$ cat src/rtl/gpu_isa_pkg.sv
// Shared ISA definitions for the issue front end: opcodes, instruction layout
// and the issue-controller state encoding.
package gpu_isa_pkg;

    localparam logic [2:0] OP_IADD = 3'b000;
    localparam logic [2:0] OP_ISUB = 3'b001;
    localparam logic [2:0] OP_IMUL = 3'b010;
    localparam logic [2:0] OP_IDIV = 3'b011;
    localparam logic [2:0] OP_FADD = 3'b100;
    localparam logic [2:0] OP_FSUB = 3'b101;
    localparam logic [2:0] OP_LOAD = 3'b110;
    localparam logic [2:0] OP_NOP  = 3'b111;

    // Register number driven to func_unit when nothing is being issued
    localparam logic [4:0] REG_IDLE = 5'h1F;

    // Encoded instruction word, MSB first
    typedef struct packed {
        logic [2:0] opcode;
        logic [4:0] rd;
        logic [4:0] rs1;
        logic [4:0] rs2;
        logic [5:0] shammt;
        logic [7:0] rsvd;
    } instr_t;

    typedef enum logic [2:0] {
        ST_IDLE,
        ST_LOAD,
        ST_FETCH,
        ST_LATCH,
        ST_EXEC,
        ST_DONE
    } state_t;

endpackage

$ cat src/rtl/instr_decode.sv
// Combinational instruction decoder.
// Ports: imem_rdata (raw word) -> instr_c (field view), is_illegal_c (LOAD
// inside a program), is_end_c (NOP/end marker).
module instr_decode
    import gpu_isa_pkg::*;
(
    input  logic [31:0] imem_rdata,
    output instr_t      instr_c,
    output logic        is_illegal_c,
    output logic        is_end_c
);

    always_comb begin
        instr_c      = instr_t'(imem_rdata);
        is_end_c     = (instr_c.opcode == OP_NOP);
        is_illegal_c = (instr_c.opcode == OP_LOAD);
    end

endmodule

$ cat src/rtl/instr_issue_ctrl.sv
// Front-end issue controller for one func_unit lane.
// Control: clk, rst (async, active high), start, abort, base_pc, instr_count.
// Instruction memory: imem_rd_en, imem_addr out; imem_rdata in (1-cycle latency).
// func_unit: type_instruction, regnum_1, regnum_2, dest_reg, shammt, is_active
// out; thread_complete, final_result in.
// Writeback/status: result_valid, result_data, result_dest, busy, done, error.
module instr_issue_ctrl
    import gpu_isa_pkg::*;
#(
    parameter int unsigned IMEM_AW        = 8,
    parameter int unsigned TIMEOUT_CYCLES = 64,
    parameter int unsigned CNT_W          = 9
) (
    input  logic               clk,
    input  logic               rst,
    input  logic               start,
    input  logic               abort,
    input  logic [IMEM_AW-1:0] base_pc,
    input  logic [CNT_W-1:0]   instr_count,
    output logic               imem_rd_en,
    output logic [IMEM_AW-1:0] imem_addr,
    input  logic [31:0]        imem_rdata,
    output logic [2:0]         type_instruction,
    output logic [4:0]         regnum_1,
    output logic [4:0]         regnum_2,
    output logic [4:0]         dest_reg,
    output logic [5:0]         shammt,
    output logic               is_active,
    input  logic               thread_complete,
    input  logic [31:0]        final_result,
    output logic               result_valid,
    output logic [31:0]        result_data,
    output logic [4:0]         result_dest,
    output logic               busy,
    output logic               done,
    output logic               error
);

    localparam int unsigned TMR_W = $clog2(TIMEOUT_CYCLES + 1);

    state_t               state;
    logic [IMEM_AW-1:0]   pc;
    logic [CNT_W-1:0]     target;
    logic [CNT_W-1:0]     executed;
    logic [TMR_W-1:0]     timer;

    logic [IMEM_AW-1:0]   pc_next;
    logic [CNT_W-1:0]     exec_next;

    instr_t               dec;
    logic                 dec_illegal;
    logic                 dec_end;
    logic                 unused_rsvd;

    instr_decode u_decode (
        .imem_rdata   (imem_rdata),
        .instr_c      (dec),
        .is_illegal_c (dec_illegal),
        .is_end_c     (dec_end)
    );

    // Low byte of the instruction word carries no information
    assign unused_rsvd = ^dec.rsvd;

    // pc wraps naturally at the address width
    assign pc_next   = pc + IMEM_AW'(1);
    assign exec_next = executed + CNT_W'(1);

    // Issue FSM; every output is a register updated on the state transition
    always_ff @(posedge clk or posedge rst) begin
        if (rst) begin
            state            <= ST_IDLE;
            pc               <= '0;
            target           <= '0;
            executed         <= '0;
            timer            <= '0;
            imem_rd_en       <= 1'b0;
            imem_addr        <= '0;
            type_instruction <= OP_NOP;
            regnum_1         <= REG_IDLE;
            regnum_2         <= REG_IDLE;
            dest_reg         <= REG_IDLE;
            shammt           <= '0;
            is_active        <= 1'b0;
            result_valid     <= 1'b0;
            result_data      <= '0;
            result_dest      <= '0;
            busy             <= 1'b0;
            done             <= 1'b0;
            error            <= 1'b0;
        end else begin
            // Single-cycle strobes
            result_valid <= 1'b0;
            done         <= 1'b0;
            imem_rd_en   <= 1'b0;

            if (abort) begin
                // Back to reset drive; error and captured result are kept
                state            <= ST_IDLE;
                imem_addr        <= '0;
                type_instruction <= OP_NOP;
                regnum_1         <= REG_IDLE;
                regnum_2         <= REG_IDLE;
                dest_reg         <= REG_IDLE;
                shammt           <= '0;
                is_active        <= 1'b0;
                busy             <= 1'b0;
            end else begin
                case (state)
                    ST_IDLE: begin
                        if (start) begin
                            pc               <= base_pc;
                            target           <= instr_count;
                            executed         <= '0;
                            timer            <= '0;
                            error            <= 1'b0;
                            type_instruction <= OP_LOAD;
                            is_active        <= 1'b1;
                            busy             <= 1'b1;
                            state            <= ST_LOAD;
                        end
                    end

                    ST_LOAD: begin
                        type_instruction <= OP_NOP;
                        if (target == '0) begin
                            done      <= 1'b1;
                            is_active <= 1'b0;
                            state     <= ST_DONE;
                        end else begin
                            imem_rd_en <= 1'b1;
                            imem_addr  <= pc;
                            state      <= ST_FETCH;
                        end
                    end

                    ST_FETCH: begin
                        state <= ST_LATCH;
                    end

                    ST_LATCH: begin
                        if (dec_end || dec_illegal) begin
                            error     <= dec_illegal;
                            done      <= 1'b1;
                            is_active <= 1'b0;
                            state     <= ST_DONE;
                        end else begin
                            type_instruction <= dec.opcode;
                            regnum_1         <= dec.rs1;
                            regnum_2         <= dec.rs2;
                            dest_reg         <= dec.rd;
                            shammt           <= dec.shammt;
                            timer            <= '0;
                            state            <= ST_EXEC;
                        end
                    end

                    ST_EXEC: begin
                        // Completion is checked first so it beats a same-cycle timeout
                        if (thread_complete) begin
                            result_valid     <= 1'b1;
                            result_data      <= final_result;
                            result_dest      <= dest_reg;
                            type_instruction <= OP_NOP;
                            regnum_1         <= REG_IDLE;
                            regnum_2         <= REG_IDLE;
                            dest_reg         <= REG_IDLE;
                            shammt           <= '0;
                            pc               <= pc_next;
                            executed         <= exec_next;
                            if (exec_next == target) begin
                                done      <= 1'b1;
                                is_active <= 1'b0;
                                state     <= ST_DONE;
                            end else begin
                                imem_rd_en <= 1'b1;
                                imem_addr  <= pc_next;
                                state      <= ST_FETCH;
                            end
                        end else if (timer == TMR_W'(TIMEOUT_CYCLES - 1)) begin
                            // This is the last permitted EXEC cycle
                            error            <= 1'b1;
                            type_instruction <= OP_NOP;
                            regnum_1         <= REG_IDLE;
                            regnum_2         <= REG_IDLE;
                            dest_reg         <= REG_IDLE;
                            shammt           <= '0;
                            done             <= 1'b1;
                            is_active        <= 1'b0;
                            state            <= ST_DONE;
                        end else begin
                            timer <= timer + TMR_W'(1);
                        end
                    end

                    ST_DONE: begin
                        busy  <= 1'b0;
                        state <= ST_IDLE;
                    end

                    default: begin
                        state <= ST_IDLE;
                    end
                endcase
            end
        end
    end

endmodule

$ cat config.mk
export PLATFORM = sky130hd
export DESIGN_NAME = instr_issue_ctrl
export DESIGN_NICKNAME = d
export VERILOG_FILES = /design/src/rtl/gpu_isa_pkg.sv /design/src/rtl/instr_decode.sv /design/src/rtl/instr_issue_ctrl.sv
export SDC_FILE = /design/constraint.sdc
export NUM_CORES = 1
export LEC_CHECK = 0
export ABC_AREA = 1
export BUFFER_PORTS_ARGS = -buffer_cell sky130_fd_sc_hd__buf_4
export CAP_MARGIN = 10
export CORE_ASPECT_RATIO = 1.25
export CORE_MARGIN = 3
export CORE_UTILIZATION = 42
export DETAILED_ROUTE_END_ITERATION = 6
export PLACE_DENSITY = 0.77
export SLEW_MARGIN = 20
export SYNTH_ARGS = -nofsm -noshare
export SYNTH_HDL_FRONTEND = slang
export SYNTH_SLANG_ARGS = --single-unit
export TNS_END_PERCENT = 30
$ cat constraint.sdc
create_clock -name clk -period 3.35 [get_ports clk]
set_input_delay 0.67 -clock clk [delete_from_list [all_inputs] [get_ports clk]]
set_output_delay 0.67 -clock clk [all_outputs]
set_load 0.03 [all_outputs]
# Yosys cells after proc, flatten, opt, wreduce, memory -nomap -nowiden
# Index checks and enable logic that the tools add are counted.
[totals]
register_bits = 111
inputBits = 86
out_inout_bits = 75
wordCells = 144
[op_classes]
addsub = 3
n_eq_ne = 25
n_mux = 76
bitwise = 1
n_reduce_logical = 20
[ops]
columns = ["cell", "count"]
rows = [
  ["8-bit two-way mux", 6],
  ["5-bit two-way mux", 8],
  ["3-bit two-way mux", 11],
  ["8-bit case mux with 2 select lines", 2],
  ["5-bit case mux with 2 select lines", 3],
  ["7-bit two-way mux", 4],
  ["1-bit two-way mux", 26],
  ["6-bit two-way mux", 4],
  ["3-bit inequality test (second input constant)", 7],
  ["7-bit case mux with 3 select lines", 1],
  ["9-bit two-way mux", 2],
  ["9-bit case mux with 2 select lines", 1],
  ["6-bit AND reduction", 3],
  ["3-bit case mux with 5 select lines", 1],
  ["2-bit inequality test (second input constant)", 7],
  ["3-bit equality test (second input constant)", 4],
  ["3-bit case mux with 4 select lines", 1],
  ["6-bit case mux with 2 select lines", 1],
  ["4-bit AND reduction", 3],
  ["3-bit nonzero test", 4],
  ["9-bit by 1-bit adder with 9-bit output (second input constant)", 1],
  ["9-bit equality test", 1],
  ["9-bit zero test", 1],
  ["3-bit AND reduction", 3],
  ["15 further kinds", 20],
]

# Depth between registers and ports, before layout
# Gate-level depths: netlist of the first run.
[depth]
word_depth = 6
ltp_mapped = 14

# Hierarchy
# A second synthesis of the first run with hierarchy kept.
[hier_totals]
cells_unflattened = 681
hier_area_um2 = 5527.8
[by_module_without_submodules]
columns = ["module", "n_inst", "cells_each", "area_each_um2", "seq_area_each_um2"]
rows = [
  ["instr_issue_ctrl", 1, 645, 5272.6, 2800.2],
  ["instr_decode", 1, 36, 255.2, 0.0],
]

# Worst setup path before layout of the first run
# OpenSTA, ideal clock, no wires.
[synth_path]
kind = "input-to-reg"
startpoint = "input port abort"
endpoint = "register timer[5]"
arrival_time_ps = 1760
t_required_ps = 3277
setup_slack_ps = 1517
path_stages = 10
path_cell_list = "buf_2 inv_1 o21ai_1 nor3_4 nand2_2 nor2_4 nand2_2 nor2_4 o21ai_1 a21oi_2"
[synth_between]
elab_chain_len = 2
[synth_lines]
columns = ["item", "line", "rtl"]
rows = [
  ["start, declared", "instr_issue_ctrl.sv:17", "input logic abort,"],
  ["1-bit NOT (no line)", "-", ""],
  ["6-bit AND reduction (no line)", "-", ""],
  ["end signal, assigned", "instr_issue_ctrl.sv:192", "timer <= timer + TMR_W'(1);"],
  ["end, declared", "instr_issue_ctrl.sv:45", "logic [TMR_W-1:0] timer;"],
]
# No other way between the ends.
# A chain may end at the register's enable or synchronous reset.

# Worst setup path after layout of the first run
[layout_path]
startpoint = "register state[1]"
endpoint = "register dest_reg[2]"
[layout_between]
elab_chain_len = 3
[layout_lines]
columns = ["item", "line", "rtl"]
rows = [
  ["start, declared", "instr_issue_ctrl.sv:41", "state_t state;"],
  ["start signal, assigned", "instr_issue_ctrl.sv:72", "state <= ST_IDLE;"],
  ["start signal, assigned", "instr_issue_ctrl.sv:99", "state <= ST_IDLE;"],
  ["start signal, assigned", "instr_issue_ctrl.sv:120", "state <= ST_LOAD;"],
  ["3-bit equality test or 3-bit by 2-bit equality test with 1-bit output (tied branches)", "instr_issue_ctrl.sv:109", "case (state)"],
  ["4-bit inequality test (no line) (tied with other cells)", "-", ""],
  ["3-bit AND reduction (no line) or 5-bit two-way mux (tied branches)", "-", ""],
  ["end signal, assigned", "instr_issue_ctrl.sv:151", "dest_reg <= dec.rd;"],
  ["end, declared", "instr_issue_ctrl.sv:26", "output logic [4:0] dest_reg,"],
]
# Several ways; a longest one is shown, not always the timed one.

==> results.yml, run 1 <==
status:
  outcome: "complete, no violations"
floorplan:
  die_w_um: 107
  die_area_mm2: 0.0140
  die_y_um: 132
  rows: 45
  start_util: 0.432
  fp.coreArea_mm2: 0.0123
  num_io_pins: 161
grt:
  grt-ovfl-total: 0
  track_usage: 0.194
  antenna_found_initial: 0
  grt_pass1_wl_um: 21900
  grt_max_degree: 48
  grt_pass1_vias: 4402
timing:
  setup_tns_ns: 0
  finalCriticalPeriod_ns: 2.39
  timing.fmax_mhz: 419
  fin_crit_sh: 0.713
  hold_violations: 0
  tightest_slew_ns: 0.789
  rsz0062_at_grt: "no"
  finalMaxSlewViolations: 0
  fin_skew_ns: 0.00756
  maxSlewHeadroom: 0.473
  finalSetupViolCount: 0
route:
  drt-total-wl_um: 13300
  ant_nets: 0
  drc: 0
  drt_iter0_drc: 301
  routedWlPerCell_um: 13.8
  vias: 4676
  firstDrtPassIters: 4
  vias_per_cell: 4.85
layout:
  final_cell_mix: "nand2_1 (203), buf_4 (154), dfrtp_1 (93)"
  largest_reg_flops: 32
  layout.nets: 885
  reg.largest.list: "result_data (32), executed (9), target (9)"
  num_antenna_cells: 0
  syn2layout_area_growth_pct: 30.0
  utilization: 0.562
  layout_commonest_cell: "nand2_1"
  regMostFlops: "result_data"
  drive_above_1_share: 0.290
critical_path:
  cp_slowest_stage_delay_ns: 0.58
  path_cells: "inv_1, nand2_1, nor2_4, buf_4, inv_2, nor2_4, nand2_2, nor2_8, nor2_4, o21ai_0, o21ai_1"
  cpMostUsedCell: "nor2_4"
  critPathArrivalTime_ns: 2.67
  worstSetupStartpointType: "register"
  cp_data_required_time_ns: 3.63
  cp_max_fo: 36
  end_kind: "register"
  worst-setup-path-type: "reg2reg"
  slowest_stage: "nor2_4"
synth:
  synthCells: 651
  synth_edf_count: 0
  yosys_register_bits: 111
  synth_nets: 740
  synthFlopType: "dfrtp_1"
  async_flop_share: 1.00
  postSynthAreaPerCell_um2: 8.15
  syn_area_mm2: 0.00531
  yosysSeqAreaShare: 0.528
  ys_types: 40
  ys.warnings.count: 0
clock_network:
  post_cts_resized: 0
  cts_tree: "yes"
  ctsHoldBuffers: 0
  htreeDepth: 3
  cts_buffer_depth: 2
  clk_pin_slew_ns: 0.08
  cts-root-buf: "clkbuf_16"
  clock_sinks: 111
  insertion_delay_ns: 0.35
  cts_setup_buffers: 0
  cts_buffers: 9
placement:
  hpwl_um: 9680
  place_congestion: 0.868
  port_buffers: 152
pwr:
  sw_frac_of_total: 0.354
  p_int_mw: 2.56
  p_leak_nw: 3.59
  power_density_mw_per_mm2: 575
  peakVddDrop_uv: 305
  p_seq_frac: 0.437
  pwr-share-comb: 0.299
  p_sw_mw: 1.40
  power_frac_clock: 0.264
job:
  cap_violations: 0
worst_hold_path:
  hp-class: "in2async"
synth_stat cells (2+ instances only):
master | n | share of area
a211oi_1 | 3 | 0.0042
a21oi_1 | 26 | 0.025
a31oi_1 | 5 | 0.0059
buf_2 | 16 | 0.015
clkbuf_1 | 5 | 0.0035
dfrtp_1 | 93 | 0.44
dfstp_2 | 18 | 0.089
ha_1 | 3 | 0.0071
inv_1 | 50 | 0.035
inv_2 | 13 | 0.0092
mux2_2 | 3 | 0.0064
nand2_1 | 203 | 0.14
nand2_2 | 6 | 0.0071
nand3_1 | 50 | 0.047
nand3_2 | 3 | 0.0057
nand4_1 | 4 | 0.0047
nor2_1 | 62 | 0.044
nor2_2 | 3 | 0.0035
nor2_4 | 6 | 0.013
nor3_1 | 5 | 0.0047
o21ai_0 | 27 | 0.025
o21ai_1 | 20 | 0.019
o22ai_1 | 8 | 0.0094
o32a_1 | 2 | 0.0038
xor2_1 | 2 | 0.0033
power by group through the flow:
stage	Combinational, mW	Sequential, mW	Clock, mW
floorplan	0.450	2.05	0
global placement	1.18	1.75	0
detailed placement	1.20	1.76	0
CTS	1.20	1.73	1.07
global route	1.30	1.77	1.13
finish	1.19	1.74	1.05
area by class of cell:
cell class | instances | area [µm²]
clock buffer | 10 | 239
sequential | 111 | 2800
fill | 1166 | 5380
multi-input combinational | 455 | 2170
timing repair buffer | 156 | 1200
clock inverter | 6 | 52.6
inverter | 63 | 240
tap | 164 | 205
cells by family (layout without fill, tap and decap cells):
group,after synthesis,count (layout),share of synthesized area
flops,111,111,0.528
simple gates,347,347,0.284
mux,3,3,0.00637
buf+inv,85,235,0.0646
compound gates,99,99,0.105
fa+ha+maj,3,3,0.00707
xor+xnor,3,3,0.00495
stage by stage:
step / setup slack [ns] / cells / power (mW) / hold slack (ns) / instance area, µm²
3_5_place_dp: 0.847 / 949 / 2.95 / 0.460 / 6610
2_1_floorplan: 1.35 / 651 / 2.50 / 0.436 / 5310
4_1_cts: 0.971 / 965 / 4.00 / 0.473 / 6900
5_1_grt: 0.785 / 965 / 4.20 / 0.492 / 6900
6_report: 0.961 / 965 / 3.97 / 0.454 / 6900
3_3_place_gp: 0.916 / 949 / 2.93 / 0.455 / 6610
final timing paths:
check / depth (start not counted) / startpoint / slack [ns] / to
max: 11 / state[1]$_DFFE_PP0P_ / 0.96 / dest_reg[2]$_DFFE_PP1P_
min: 2 / rst / 0.45 / result_data[7]$_DFFE_PP0P_
max reg2reg: 11 / state[1]$_DFFE_PP0P_ / 0.96 / dest_reg[2]$_DFFE_PP1P_
min reg2reg: 2 / result_data[14]$_DFFE_PP0P_ / 0.48 / result_data[14]$_DFFE_PP0P_
max in group asynchronous: 3 / rst / 2.15 / regnum_1[2]$_DFFE_PP1P_
min in group clk: 2 / result_data[14]$_DFFE_PP0P_ / 0.48 / result_data[14]$_DFFE_PP0P_
per-layer routing:
| metal | GRT usage | part of all wire | vias to the layer above |
|---|---|---|---|
| li1 | - | - | 2391 |
| met1 | 0.242 | 0.43 | 2158 |
| met2 | 0.331 | 0.50 | 109 |
| met3 | 0.0349 | 0.052 | 18 |
| met4 | 0.0796 | 0.020 | 0 |
| met5 | 0 | 0 | - |
critical path, delay by kind of cell, from the launching register on:
| family | cells | cell delay [ns] |
|---|---|---|
| flip-flops | 1 | 0.45 |
| AND/OR/NAND/NOR | 6 | 1.01 |
| AO/OA/AOI/OAI | 2 | 0.35 |
| buffers and inverters | 3 | 0.48 |
(Power assumes the default switching activity.)
==> run 2: changes to the inputs <==
--- a/config.mk
+++ b/config.mk
@@ -12,7 +12,7 @@
 export CORE_MARGIN = 3
 export CORE_UTILIZATION = 42
 export DETAILED_ROUTE_END_ITERATION = 6
-export PLACE_DENSITY = 0.77
+export PLACE_DENSITY = 0.74
 export SLEW_MARGIN = 20
 export SYNTH_ARGS = -nofsm -noshare
 export SYNTH_HDL_FRONTEND = slang
==> constraint.sdc (replaced) <==
create_clock -name clk -period 2.3 [get_ports clk]
set_input_delay 0.46 -clock clk [delete_from_list [all_inputs] [get_ports clk]]
set_output_delay 0.46 -clock clk [all_outputs]
set_load 0.03 [all_outputs]
==> results.yml, run 2 (same netlist as run 1, synthesis figures left out) <==
status:
  outcome: "complete, no violations"
route:
  firstDrtPassIters: 5
  vias_per_cell: 4.89
  route.met3.wl_um: 597
  drc: 0
  highest_layer: "met4"
  vias: 4770
  routedWlPerCell_um: 13.6
  ant_nets: 0
  drt_iter0_drc: 272
  wl_met1_um: 5420
  drt-total-wl_um: 13300
  dr_wl_met2_um: 7050
clock_network:
  ctsHoldBuffers: 0
  cts_tree: "yes"
  clock_sinks: 111
  cts_setup_buffers: 0
  clk_pin_slew_ns: 0.08
  htreeDepth: 3
  insertion_delay_ns: 0.35
  cts-root-buf: "clkbuf_16"
  cts_buffers: 9
  cts_buffer_depth: 2
floorplan:
  rows: 45
  start_util: 0.432
  die_area_mm2: 0.0140
  num_io_pins: 161
  fp.coreArea_mm2: 0.0123
  die_y_um: 132
  die_w_um: 107
job:
  cap_violations: 0
layout:
  instances_no_fill: 975
  drive_above_1_share: 0.303
  layout.nets: 895
  reg.largest.list: "result_data (32), executed (9), target (9)"
  regMostFlops: "result_data"
  n_fill_cell: 1139
  fin_area_mm2: 0.00701
  layout_commonest_cell: "nand2_1"
  largest_reg_flops: 32
  syn2layout_area_growth_pct: 32.1
  final_cell_mix: "nand2_1 (203), buf_4 (163), dfrtp_1 (92)"
  num_antenna_cells: 0
critical_path:
  critPathArrivalTime_ns: 2.27
  reg2reg_depth: 11
  cp_data_required_time_ns: 2.54
  worst-setup-path-type: "reg2reg"
  r2r_setup_slack_ns: 0.27
  worstSetupStartpointType: "register"
  end_kind: "register"
  cp_max_fo: 8
  reg2reg_to: "imem_addr[2]$_DFFE_PP0P_"
  reg2reg_from: "executed[0]$_DFFE_PP0P_"
pwr:
  power_density_mw_per_mm2: 829
  p_leak_nw: 3.66
  peakVddDrop_uv: 408
grt:
  antenna_found_initial: 0
  grt_pass1_wl_um: 22100
  track_usage: 0.195
  grt_max_degree: 50
  grt_pass1_vias: 4493
  grt-ovfl-total: 0
timing:
  timing.fmax_mhz: 494
  fin_crit_sh: 0.881
  fin_skew_ns: 0.00664
  hold_violations: 0
  finalSetupViolCount: 0
  tightest_slew_ns: 0.758
  finalMaxSlewViolations: 0
  maxSlewHeadroom: 0.495
  finalCriticalPeriod_ns: 2.03
placement:
  port_buffers: 152
  hpwl_um: 9660
  dp.cells: 959
  place_area_mm2: 0.00670
  place_congestion: 0.885
worst_hold_path:
  hp-class: "in2async"
-- run 2: cell count changes in the layout (fill, tap and decap cells not counted), moves of 2 or more --
cell	before	now
buf_4	154	163
nand3_1	50	48
inv_8	1	3
clkinvlp_4	3	1
-- run 2: final cells by class --
class,count,area [µm²],share of cell area
clock inverter,6,60.1,0.00857
tap,164,205,0.0293
clock buffer,10,229,0.0327
inverter,63,240,0.0343
multi-input combinational,455,2190,0.312
timing repair buffer,166,1280,0.183
sequential,111,2800,0.400
-- run 2: timing repair --
action,in CTS,in global routing
resized for setup,0,6
endpoints found under the setup margin,0,10
endpoints found under the hold margin,0,0
-- run 2: how the worst max path moves through the flow --
stage	from	to	slack, ns	cells after the start
4_1_cts	executed[0]$_DFFE_PP0P_	imem_addr[2]$_DFFE_PP0P_	0.14	12
5_1_grt	executed[0]$_DFFE_PP0P_	imem_addr[6]$_DFFE_PP0P_	-0.004	13
3_5_place_dp	executed[0]$_DFFE_PP0P_	imem_addr[2]$_DFFE_PP0P_	0.21	12
2_1_floorplan	rst	busy$_DFFE_PP0P_	0.51	1
6_report	executed[0]$_DFFE_PP0P_	imem_addr[2]$_DFFE_PP0P_	0.27	11
3_3_place_gp	executed[0]$_DFFE_PP0P_	imem_addr[5]$_DFFE_PP0P_	0.25	12
-- run 2: critical path: stages (launching register included) --
cell,delay (ns)
dfrtp_2,0.46
ha_1,0.34
xnor2_1,0.14
nand2_1,0.08
nor2_1,0.11
nand2_1,0.06
nor2_1,0.16
nand4_1,0.17
nand3_2,0.13
nand2_2,0.11
nand3_1,0.09
nand2_1,0.06
-- run 2: stage by stage --
step / hold slack, ns / utilization / worst slack (ns) / setup TNS [ns] / total power [mW]
floorplan: 0.436 / - / 0.511 / 0 / 3.63
global placement: 0.455 / 0.545 / 0.247 / 0 / 4.30
detailed placement: 0.453 / 0.545 / 0.215 / 0 / 4.33
CTS: 0.152 / 0.569 / 0.140 / 0 / 5.87
global route: 0.172 / 0.571 / -0.00403 / -0.00648 / 6.15
finish: 0.149 / 0.571 / 0.275 / 0 / 5.81
-- run 2: power by group --
| group | internal, mW | total, mW | switching [mW] | leakage (nW) |
|---|---|---|---|---|
| Clock | 0.767 | 1.53 | 0.758 | 0.143 |
| Sequential | 2.30 | 2.53 | 0.225 | 1.41 |
| Combinational | 0.672 | 1.76 | 1.09 | 2.10 |
-- run 2: routing by layer --
layer / vias to the layer above / track usage
li1: 2407 / -
met1: 2227 / 0.241
met2: 116 / 0.347
met3: 20 / 0.0270
met4: 0 / 0.0682
met5: - / 0
